==> config.mk <==
export PLATFORM = sky130hd
export DESIGN_NAME = bus_hold_arbiter
export DESIGN_NICKNAME = d
export VERILOG_FILES = /design/src/rtl/bus_arb_pkg.sv /design/src/rtl/bus_hold_arbiter_rr_pick.sv /design/src/rtl/bus_hold_arbiter.sv
export SDC_FILE = /design/constraint.sdc
export NUM_CORES = 1
export LEC_CHECK = 0
export ABC_AREA = 1
export CELL_PAD_IN_SITES_DETAIL_PLACEMENT = 0
export CELL_PAD_IN_SITES_GLOBAL_PLACEMENT = 1
export CORE_MARGIN = 3
export CORE_UTILIZATION = 38
export DETAILED_ROUTE_END_ITERATION = 8
export PLACE_DENSITY = 0.85
export SLEW_MARGIN = 20
export SYNTH_ARGS = -nofsm -noshare
export SYNTH_HDL_FRONTEND = slang
export SYNTH_SLANG_ARGS = --single-unit
==> constraint.sdc <==
create_clock -name CLKx4 -period 2.2 [get_ports CLKx4]
set_input_delay 0.44 -clock CLKx4 [delete_from_list [all_inputs] [get_ports CLKx4]]
set_output_delay 0.44 -clock CLKx4 [all_outputs]
set_load 0.05 [all_outputs]
==> src/rtl/bus_arb_pkg.sv <==
// Shared types, counter widths and one-hot/index helpers for the bus hold arbiter.
package bus_arb_pkg;

  typedef enum logic [2:0] {
    IDLE,
    WAIT_ACK,
    OWN,
    TURN,
    RELEASE
  } arbState_t;

  localparam int TURN_CNT_W  = 4;
  localparam int BURST_CNT_W = 8;
  localparam int MAX_REQ     = 8;
  localparam int MAX_IDX_W   = 3;

  function automatic logic [MAX_REQ-1:0] idxToOnehot(input logic [MAX_IDX_W-1:0] idx);
    return MAX_REQ'(1) << idx;
  endfunction

  function automatic logic [MAX_IDX_W-1:0] onehotToIdx(input logic [MAX_REQ-1:0] onehot);
    logic [MAX_IDX_W-1:0] idx;
    idx = '0;
    for (int i = 0; i < MAX_REQ; i++) begin
      if (onehot[i]) idx = MAX_IDX_W'(i);
    end
    return idx;
  endfunction

endpackage

==> src/rtl/bus_hold_arbiter_rr_pick.sv <==
// Combinational round-robin picker: first set request at or above rrPtr, wrapping.
module rr_pick #(
  parameter int NUM_REQ = 3
) (
  input  logic [NUM_REQ-1:0]         req,
  input  logic [$clog2(NUM_REQ)-1:0] rrPtr,
  output logic                       valid,
  output logic [$clog2(NUM_REQ)-1:0] index
);

  localparam int IDX_W = $clog2(NUM_REQ);

  logic [IDX_W-1:0] rotIdx [NUM_REQ];

  // rotIdx[k] is the master examined at priority k (0 = highest).
  genvar gi;
  generate
    for (gi = 0; gi < NUM_REQ; gi++) begin : g_rot
      logic [IDX_W:0] sum;
      assign sum        = {1'b0, rrPtr} + (IDX_W+1)'(gi);
      assign rotIdx[gi] = IDX_W'((sum >= (IDX_W+1)'(NUM_REQ)) ? sum - (IDX_W+1)'(NUM_REQ) : sum);
    end
  endgenerate

  always_comb begin
    valid = 1'b0;
    index = '0;
    for (int i = NUM_REQ - 1; i >= 0; i--) begin
      if (req[rotIdx[i]]) begin
        valid = 1'b1;
        index = rotIdx[i];
      end
    end
  end

endmodule

==> src/rtl/bus_hold_arbiter.sv <==
// HOLD/HOLDA bus arbiter for non-CPU 8088 bus masters with round-robin handoff.
// Optional grant-length limit enabled by defining BUS_ARB_BURST_LIMIT_EN.
module bus_hold_arbiter
  import bus_arb_pkg::*;
#(
  parameter int NUM_REQ     = 3,
  parameter int TURN_CYCLES = 2,
  parameter int MAX_BURST   = 64
) (
  input  logic                       CLKx4,
  input  logic                       RESET,
  input  logic [NUM_REQ-1:0]         REQ,
  output logic [NUM_REQ-1:0]         GRANT,
  output logic [$clog2(NUM_REQ)-1:0] OWNER,
  output logic                       BUS_EN,
  output logic                       HOLD,
  input  logic                       HOLDA,
  output logic                       BUSY,
  output logic                       ERR
);

  localparam int IDX_W = $clog2(NUM_REQ);

  arbState_t               stateReg, stateNext;
  logic                    holdReg, holdNext;
  logic [NUM_REQ-1:0]      grantReg, grantNext;
  logic [IDX_W-1:0]        ownerReg, ownerNext;
  logic [IDX_W-1:0]        rrPtrReg, rrPtrNext;
  logic                    busEnReg, busEnNext;
  logic                    busyReg, busyNext;
  logic                    errReg, errNext;
  logic [TURN_CNT_W-1:0]   turnCntReg, turnCntNext;

  logic                    pickValid;
  logic [IDX_W-1:0]        pickIdx;
  logic                    revoke;

  rr_pick #(.NUM_REQ(NUM_REQ)) picker (
    .req   (REQ),
    .rrPtr (rrPtrReg),
    .valid (pickValid),
    .index (pickIdx)
  );

`ifdef BUS_ARB_BURST_LIMIT_EN
  logic [BURST_CNT_W-1:0] burstCntReg, burstCntNext;

  // Counts completed OWN cycles of the current grant; saturates.
  always_comb begin
    burstCntNext = '0;
    if (stateReg == OWN && stateNext == OWN && burstCntReg != '1)
      burstCntNext = burstCntReg + 1'b1;
    else if (stateReg == OWN && stateNext == OWN)
      burstCntNext = burstCntReg;
  end

  always_ff @(posedge CLKx4) begin
    if (RESET) burstCntReg <= '0;
    else       burstCntReg <= burstCntNext;
  end

  assign revoke = (|(REQ & ~grantReg)) && (burstCntReg >= BURST_CNT_W'(MAX_BURST - 1));
`else
  assign revoke = 1'b0;
`endif

  always_comb begin
    stateNext   = stateReg;
    holdNext    = holdReg;
    grantNext   = grantReg;
    ownerNext   = ownerReg;
    rrPtrNext   = rrPtrReg;
    busEnNext   = busEnReg;
    errNext     = errReg;
    turnCntNext = turnCntReg;

    case (stateReg)
      IDLE: begin
        if (|REQ) begin
          holdNext  = 1'b1;
          stateNext = WAIT_ACK;
        end
      end
      WAIT_ACK: begin
        if (HOLDA) begin
          if (pickValid) begin
            grantNext = NUM_REQ'(idxToOnehot(MAX_IDX_W'(pickIdx)));
            ownerNext = pickIdx;
            busEnNext = 1'b1;
            stateNext = OWN;
          end else begin
            holdNext  = 1'b0;
            stateNext = RELEASE;
          end
        end
      end
      OWN, TURN: begin
        if (!HOLDA) begin
          // CPU took the bus back under a live grant.
          grantNext = '0;
          busEnNext = 1'b0;
          holdNext  = 1'b0;
          errNext   = 1'b1;
          stateNext = RELEASE;
        end else if (stateReg == OWN) begin
          if (!REQ[ownerReg] || revoke) begin
            grantNext   = '0;
            busEnNext   = 1'b0;
            rrPtrNext   = (ownerReg == IDX_W'(NUM_REQ - 1)) ? '0 : ownerReg + 1'b1;
            turnCntNext = TURN_CNT_W'(TURN_CYCLES);
            stateNext   = TURN;
          end
        end else if (turnCntReg <= TURN_CNT_W'(1)) begin
          turnCntNext = '0;
          if (pickValid) begin
            grantNext = NUM_REQ'(idxToOnehot(MAX_IDX_W'(pickIdx)));
            ownerNext = pickIdx;
            busEnNext = 1'b1;
            stateNext = OWN;
          end else begin
            holdNext  = 1'b0;
            stateNext = RELEASE;
          end
        end else begin
          turnCntNext = turnCntReg - 1'b1;
        end
      end
      RELEASE: begin
        if (!HOLDA) stateNext = IDLE;
      end
      default: stateNext = IDLE;
    endcase

    busyNext = (stateNext != IDLE);
  end

  always_ff @(posedge CLKx4) begin
    if (RESET) begin
      stateReg   <= IDLE;
      holdReg    <= 1'b0;
      grantReg   <= '0;
      ownerReg   <= '0;
      rrPtrReg   <= '0;
      busEnReg   <= 1'b0;
      busyReg    <= 1'b0;
      errReg     <= 1'b0;
      turnCntReg <= '0;
    end else begin
      stateReg   <= stateNext;
      holdReg    <= holdNext;
      grantReg   <= grantNext;
      ownerReg   <= ownerNext;
      rrPtrReg   <= rrPtrNext;
      busEnReg   <= busEnNext;
      busyReg    <= busyNext;
      errReg     <= errNext;
      turnCntReg <= turnCntNext;
    end
  end

  assign GRANT  = grantReg;
  assign OWNER  = ownerReg;
  assign BUS_EN = busEnReg;
  assign HOLD   = holdReg;
  assign BUSY   = busyReg;
  assign ERR    = errReg;

endmodule
==> results of run 1 <==
-- layout make-up --
cell class	instances	area [um^2]	area share (%)
Multi-Input combinational cell	139	716	49.7
Clock buffer	4	36.3	2.52
Timing Repair Buffer	15	148	10.3
Sequential cell	18	360	25.0
Inverter	34	128	8.86
Tap cell	42	52.6	3.65
-- metal layers --
metal | share of wire [%] | up-vias
met5 | 0 | -
met4 | 1.6 | 0
met3 | 4.2 | 5
met2 | 44 | 21
met1 | 50 | 516
li1 | - | 644
-- cell usage after synthesis (all sizes together) --
library cell	number
a211oi	2
nand3b	1
nand3	19
nor2	18
ha	6
nor3	6
a21oi	18
dfxtp	18
buf	2
nand2	59
inv	34
o211ai	1
o21ai	6
and3	2
a21o	1
-- kinds of logic after synthesis --
logic type / share of synthesized area [%]
and+or+nand+nor: 39.9
buffers and inverters: 11.7
AOI/OAI and AO/OA: 12.6
DFF: 29.6
adders and majority gates: 6.16
-- registers in the layout (all words and copies together), names as in the netlist --
| signal | cells |
|---|---|
| ERR | 1 |
| turnCntReg | 4 |
| GRANT | 3 |
| stateReg | 3 |
| OWNER | 2 |
| HOLD | 1 |
| BUS_EN | 1 |
| BUSY | 1 |
| rrPtrReg | 2 |
-- metrics by stage --
stage	utilization, %	hold WS, ns	worst slack, ns	cells	power, mW
after floorplan	-	0.469	0.551	193	0.618
after global placement	48.4	0.448	0.114	248	0.703
after detailed placement	48.4	0.459	0.0959	248	0.703
after CTS	49.7	0.480	0.225	252	0.917
after global routing	49.7	0.512	0.0176	252	0.973
final	49.7	0.470	0.235	252	0.904
-- worst min path at each step --
stage / startpoint / slack (ns) / end / depth (start not counted)
2_1_floorplan: turnCntReg[0] / 0.47 / turnCntReg[0] / 2
3_3_place_gp: GRANT[2] / 0.45 / GRANT[2] / 2
3_5_place_dp: BUS_EN / 0.46 / BUS_EN / 2
4_1_cts: GRANT[2] / 0.48 / GRANT[2] / 2
5_1_grt: GRANT[2] / 0.51 / GRANT[2] / 2
6_report: GRANT[2] / 0.47 / GRANT[2] / 2
-- report_power, final --
group	leakage, nW	internal, mW	total (mW)	switching, mW
sequential	0.147	0.355	0.375	0.0206
combinational	0.507	0.106	0.320	0.214
clock	0.0210	0.101	0.209	0.108
total	0.676	0.562	0.904	0.343
==> flow_summary.json, run 1 <==
{
  "status": "complete, no violations",
  "post_drt_via_cell_ratio": 4.71,
  "netlist-cell-type-count": 24,
  "crit_end": "OWNER[0]",
  "rrSetupSlack_ns": 0.28,
  "synth-seq-cells": 18,
  "wirelength_mm": 2.69,
  "first_pass_iters": 4,
  "grt_pass1_wl_mm": 4.77,
  "cts_setup_buffers": 0,
  "vias": 1186,
  "nFillCells": 335,
  "dpl-instance-area_um2": 1400,
  "dieArea_um2": 3920,
  "synthCells": 193,
  "grt_busiest_layer": "met2",
  "drc": 0,
  "ys_top_cells_by_area": "dfxtp_1 (30%), nand2_1 (17%), inv_1 (8.6%)",
  "post_cts_resized": 0,
  "synth_fp_nets": 205,
  "cts_tree": "built",
  "critPathArrivalTime_ns": 1.52,
  "ant_nets": 0,
  "rows": 19,
  "cts.path.max_buffers": 2,
  "tightest_slew_ns": 0.503,
  "period_needed_ns": 1.96,
  "path_cells": "clkdlybuf4s50_1",
  "grtUsageMet3_pct": 2.70,
  "cp_slowest_cell": "clkdlybuf4s50_1",
  "final_design_area_no_fill_um2": 1440,
  "cp-startpoint": "OWNER[0]",
  "timing.final.crit_share_pct": 89.3,
  "finalHoldViolCount": 0,
  "relSlewSlack_pct": 66.4,
  "root_buffer": "clkbuf_4",
  "drv_cap": 0,
  "holdBufCountCts": 0,
  "ys_seq_area_share_pct": 29.6,
  "critPathBufInv": 1,
  "p_leak_nw": 0.676,
  "place_hpwl_mm": 2.14,
  "die_h_um": 62.6,
  "skew_ns": 0.00366,
  "tns_ns": 0,
  "yosysWarnings": 0,
  "r2r-start": "rrPtrReg[0]",
  "syn2layout_area_growth_pct": 18.2,
  "grt_max_degree": 11,
  "diodes": 0,
  "drive_above_1_share_pct": 11.4,
  "die_w_um": 62.6,
  "slowest_delay_ns": 0.82,
  "cp.depth": 1,
  "setup_viol": 0,
  "critPathTopFamily": "buffers and inverters",
  "timing.fmax_mhz": 509,
  "wl_per_cell_um": 10.7,
  "port_buffers": 14,
  "worst_setup_path_start_kind": "register",
  "core_um2": 2900,
  "synth_area_um2": 1220,
  "cts.clk_slew.worst_paths_ns": 0.11,
  "met1_usage_pct": 20.4,
  "crit_path_end_kind": "primary output",
  "slew_violations": 0,
  "htreeDepth": 1,
  "peakVddDrop_mv": 0.329,
  "initial_utilization_pct": 42.0,
  "reg2reg_depth": 12,
  "nets": 223,
  "critical_path.max_fanout": 4,
  "gp_congestion": 0.842,
  "grt_antenna_before_repair": 0,
  "rsz0062_at_grt": "false",
  "synth_top_area_share_pct": 29.6,
  "avgSynthCellArea_um2": 6.31,
  "hold_class": "reg -> reg",
  "synth_top_area_cell": "dfxtp_1",
  "path_class": "reg -> out",
  "r2r-end": "BUSY",
  "pin_count": 15,
  "final_common_cell": "nand2_1",
  "cts.sinks": 18,
  "drt_iter0_markers": 60,
  "power_density_nw_per_um2": 628,
  "grt_usage_pct": 14.8,
  "layout_common_cells": "nand2_1 (54), inv_1 (28), dfxtp_1 (18)",
  "numCtsBuffers": 3,
  "required_ns": 1.76,
  "grt_pass1_vias": 1114,
  "use_met2_pct": 22.8,
  "grt_overflow": 0,
  "clock_latency_ns": 0.30
}
Note: power is estimated with default switching activity, not from simulation.
==> inputs of run 2 (changes only) <==
Settings changed: PLACE_DENSITY 0.85 to not set, PLACE_DENSITY_LB_ADDON set to 0.1.
==> flow_summary.json, run 2 (synthesized netlist as in run 1, its figures left out) <==
{
  "skew_ns": 0.00953,
  "grt_overflow": 0,
  "period_needed_ns": 1.97,
  "p_sw_share_pct": 38.3,
  "grt_pass1_vias": 1203,
  "critPathBufInv": 1,
  "syn2layout_area_growth_pct": 18.2,
  "p_int_uw": 562,
  "path_class": "reg -> out",
  "die_h_um": 62.6,
  "multi_input_area_um2": 716,
  "timing.fmax_mhz": 507,
  "post_cts_resized": 0,
  "grt_max_degree": 11,
  "p_leak_nw": 0.676,
  "final_common_cell": "nand2_1",
  "ant_nets": 0,
  "holdBufCountCts": 0,
  "required_ns": 1.76,
  "status": "complete, no violations",
  "rrSetupSlack_ns": 0.26,
  "grt_pass1_wl_mm": 4.97,
  "dp_slack_ns": 0.0907,
  "drv_cap": 0,
  "cts.path.max_buffers": 2,
  "cts_tree": "built",
  "combPwrFrac_pct": 35.2,
  "finish.utilization_pct": 49.7,
  "numCtsBuffers": 3,
  "register_area_um2": 360,
  "initial_utilization_pct": 42.0,
  "cts_setup_buffers": 0,
  "largest_reg_flops": 4,
  "finalHoldViolCount": 0,
  "p_sw_uw": 349,
  "tns_ns": 0,
  "gp_congestion": 0.873,
  "slew_violations": 0,
  "reg2reg_depth": 12,
  "nets": 223,
  "post_drt_via_cell_ratio": 4.85,
  "first_pass_iters": 4,
  "cts.sinks": 18,
  "critical_path.max_fanout": 4,
  "place_hpwl_mm": 2.18,
  "drive_above_1_share_pct": 11.4,
  "drc": 0,
  "cp_slowest_cell": "clkdlybuf4s50_1",
  "die_w_um": 62.6,
  "rsz0062_at_grt": "false",
  "holdPathStages": 2,
  "relSlewSlack_pct": 66.6,
  "holdPathEnd": "ERR",
  "dieArea_um2": 3920,
  "critPathTopFamily": "buffers and inverters",
  "setup_viol": 0,
  "min-delay-start": "ERR",
  "rows": 19,
  "vias": 1222,
  "pwr-share-clk_pct": 23.7,
  "htreeDepth": 1,
  "dpl-instance-area_um2": 1400,
  "critPathArrivalTime_ns": 1.53,
  "core_um2": 2900,
  "clock_latency_ns": 0.31,
  "holdWs_ns": 0.455,
  "wl_per_cell_um": 10.7,
  "cts.clk_slew.worst_paths_ns": 0.12,
  "dp_cells": 248,
  "hold_class": "reg -> reg",
  "layout_common_cells": "nand2_1 (54), inv_1 (28), dfxtp_1 (18)",
  "tightest_slew_ns": 0.499,
  "port_buffers": 14,
  "worst_setup_path_start_kind": "register",
  "power_density_nw_per_um2": 632,
  "grt_antenna_before_repair": 0,
  "wirelength_mm": 2.71,
  "p_seq_share_pct": 41.2,
  "r2r-start": "rrPtrReg[0]",
  "pin_count": 15,
  "crit_path_end_kind": "primary output",
  "fin_cells": 252,
  "timing.final.crit_share_pct": 89.6,
  "slowest_delay_ns": 0.82,
  "grt_usage_pct": 15.4,
  "top_register": "turnCntReg",
  "root_buffer": "clkbuf_4",
  "path_cells": "clkdlybuf4s50_1",
  "diodes": 0,
  "setup_ws_ns": 0.228,
  "final_design_area_no_fill_um2": 1440,
  "peakVddDrop_mv": 0.283,
  "fin_total_pwr_uw": 911,
  "drt_iter0_markers": 94,
  "r2r-end": "OWNER[0]",
  "nFillCells": 332
}
run 2: how the worst max path moves through the flow:
stage / startpoint / to / depth (start not counted)
floorplan: rrPtrReg[0] / BUSY / 12
global placement: REQ[1] / BUSY / 11
detailed placement: REQ[1] / BUSY / 11
CTS: OWNER[0] / OWNER[0] / 1
global route: rrPtrReg[0] / OWNER[0] / 12
finish: OWNER[0] / OWNER[0] / 1
run 2: power groups by stage:
| stage | Clock (mW) | Sequential, mW | Combinational, mW |
|---|---|---|---|
| after floorplan | 0 | 0.451 | 0.167 |
| after global placement | 0 | 0.382 | 0.320 |
| after detailed placement | 0 | 0.383 | 0.322 |
| after CTS | 0.229 | 0.375 | 0.323 |
| after global routing | 0.246 | 0.379 | 0.360 |
| final | 0.216 | 0.375 | 0.320 |
run 2: layer usage:
metal  up-vias  track usage, %  share of wire (%)
met5         -               0                  0
met4         0            5.79                1.3
met3         4            2.88                3.9
met2        22            27.2                 49
met1       550            18.4                 46
li1        646               -                  -
run 2: area by class of cell:
type,instances,area share (%)
Tap cell,42,3.65
Timing Repair Buffer,15,10.3
Clock buffer,4,2.52
Sequential cell,18,25.0
Inverter,34,8.86
Multi-Input combinational cell,139,49.7
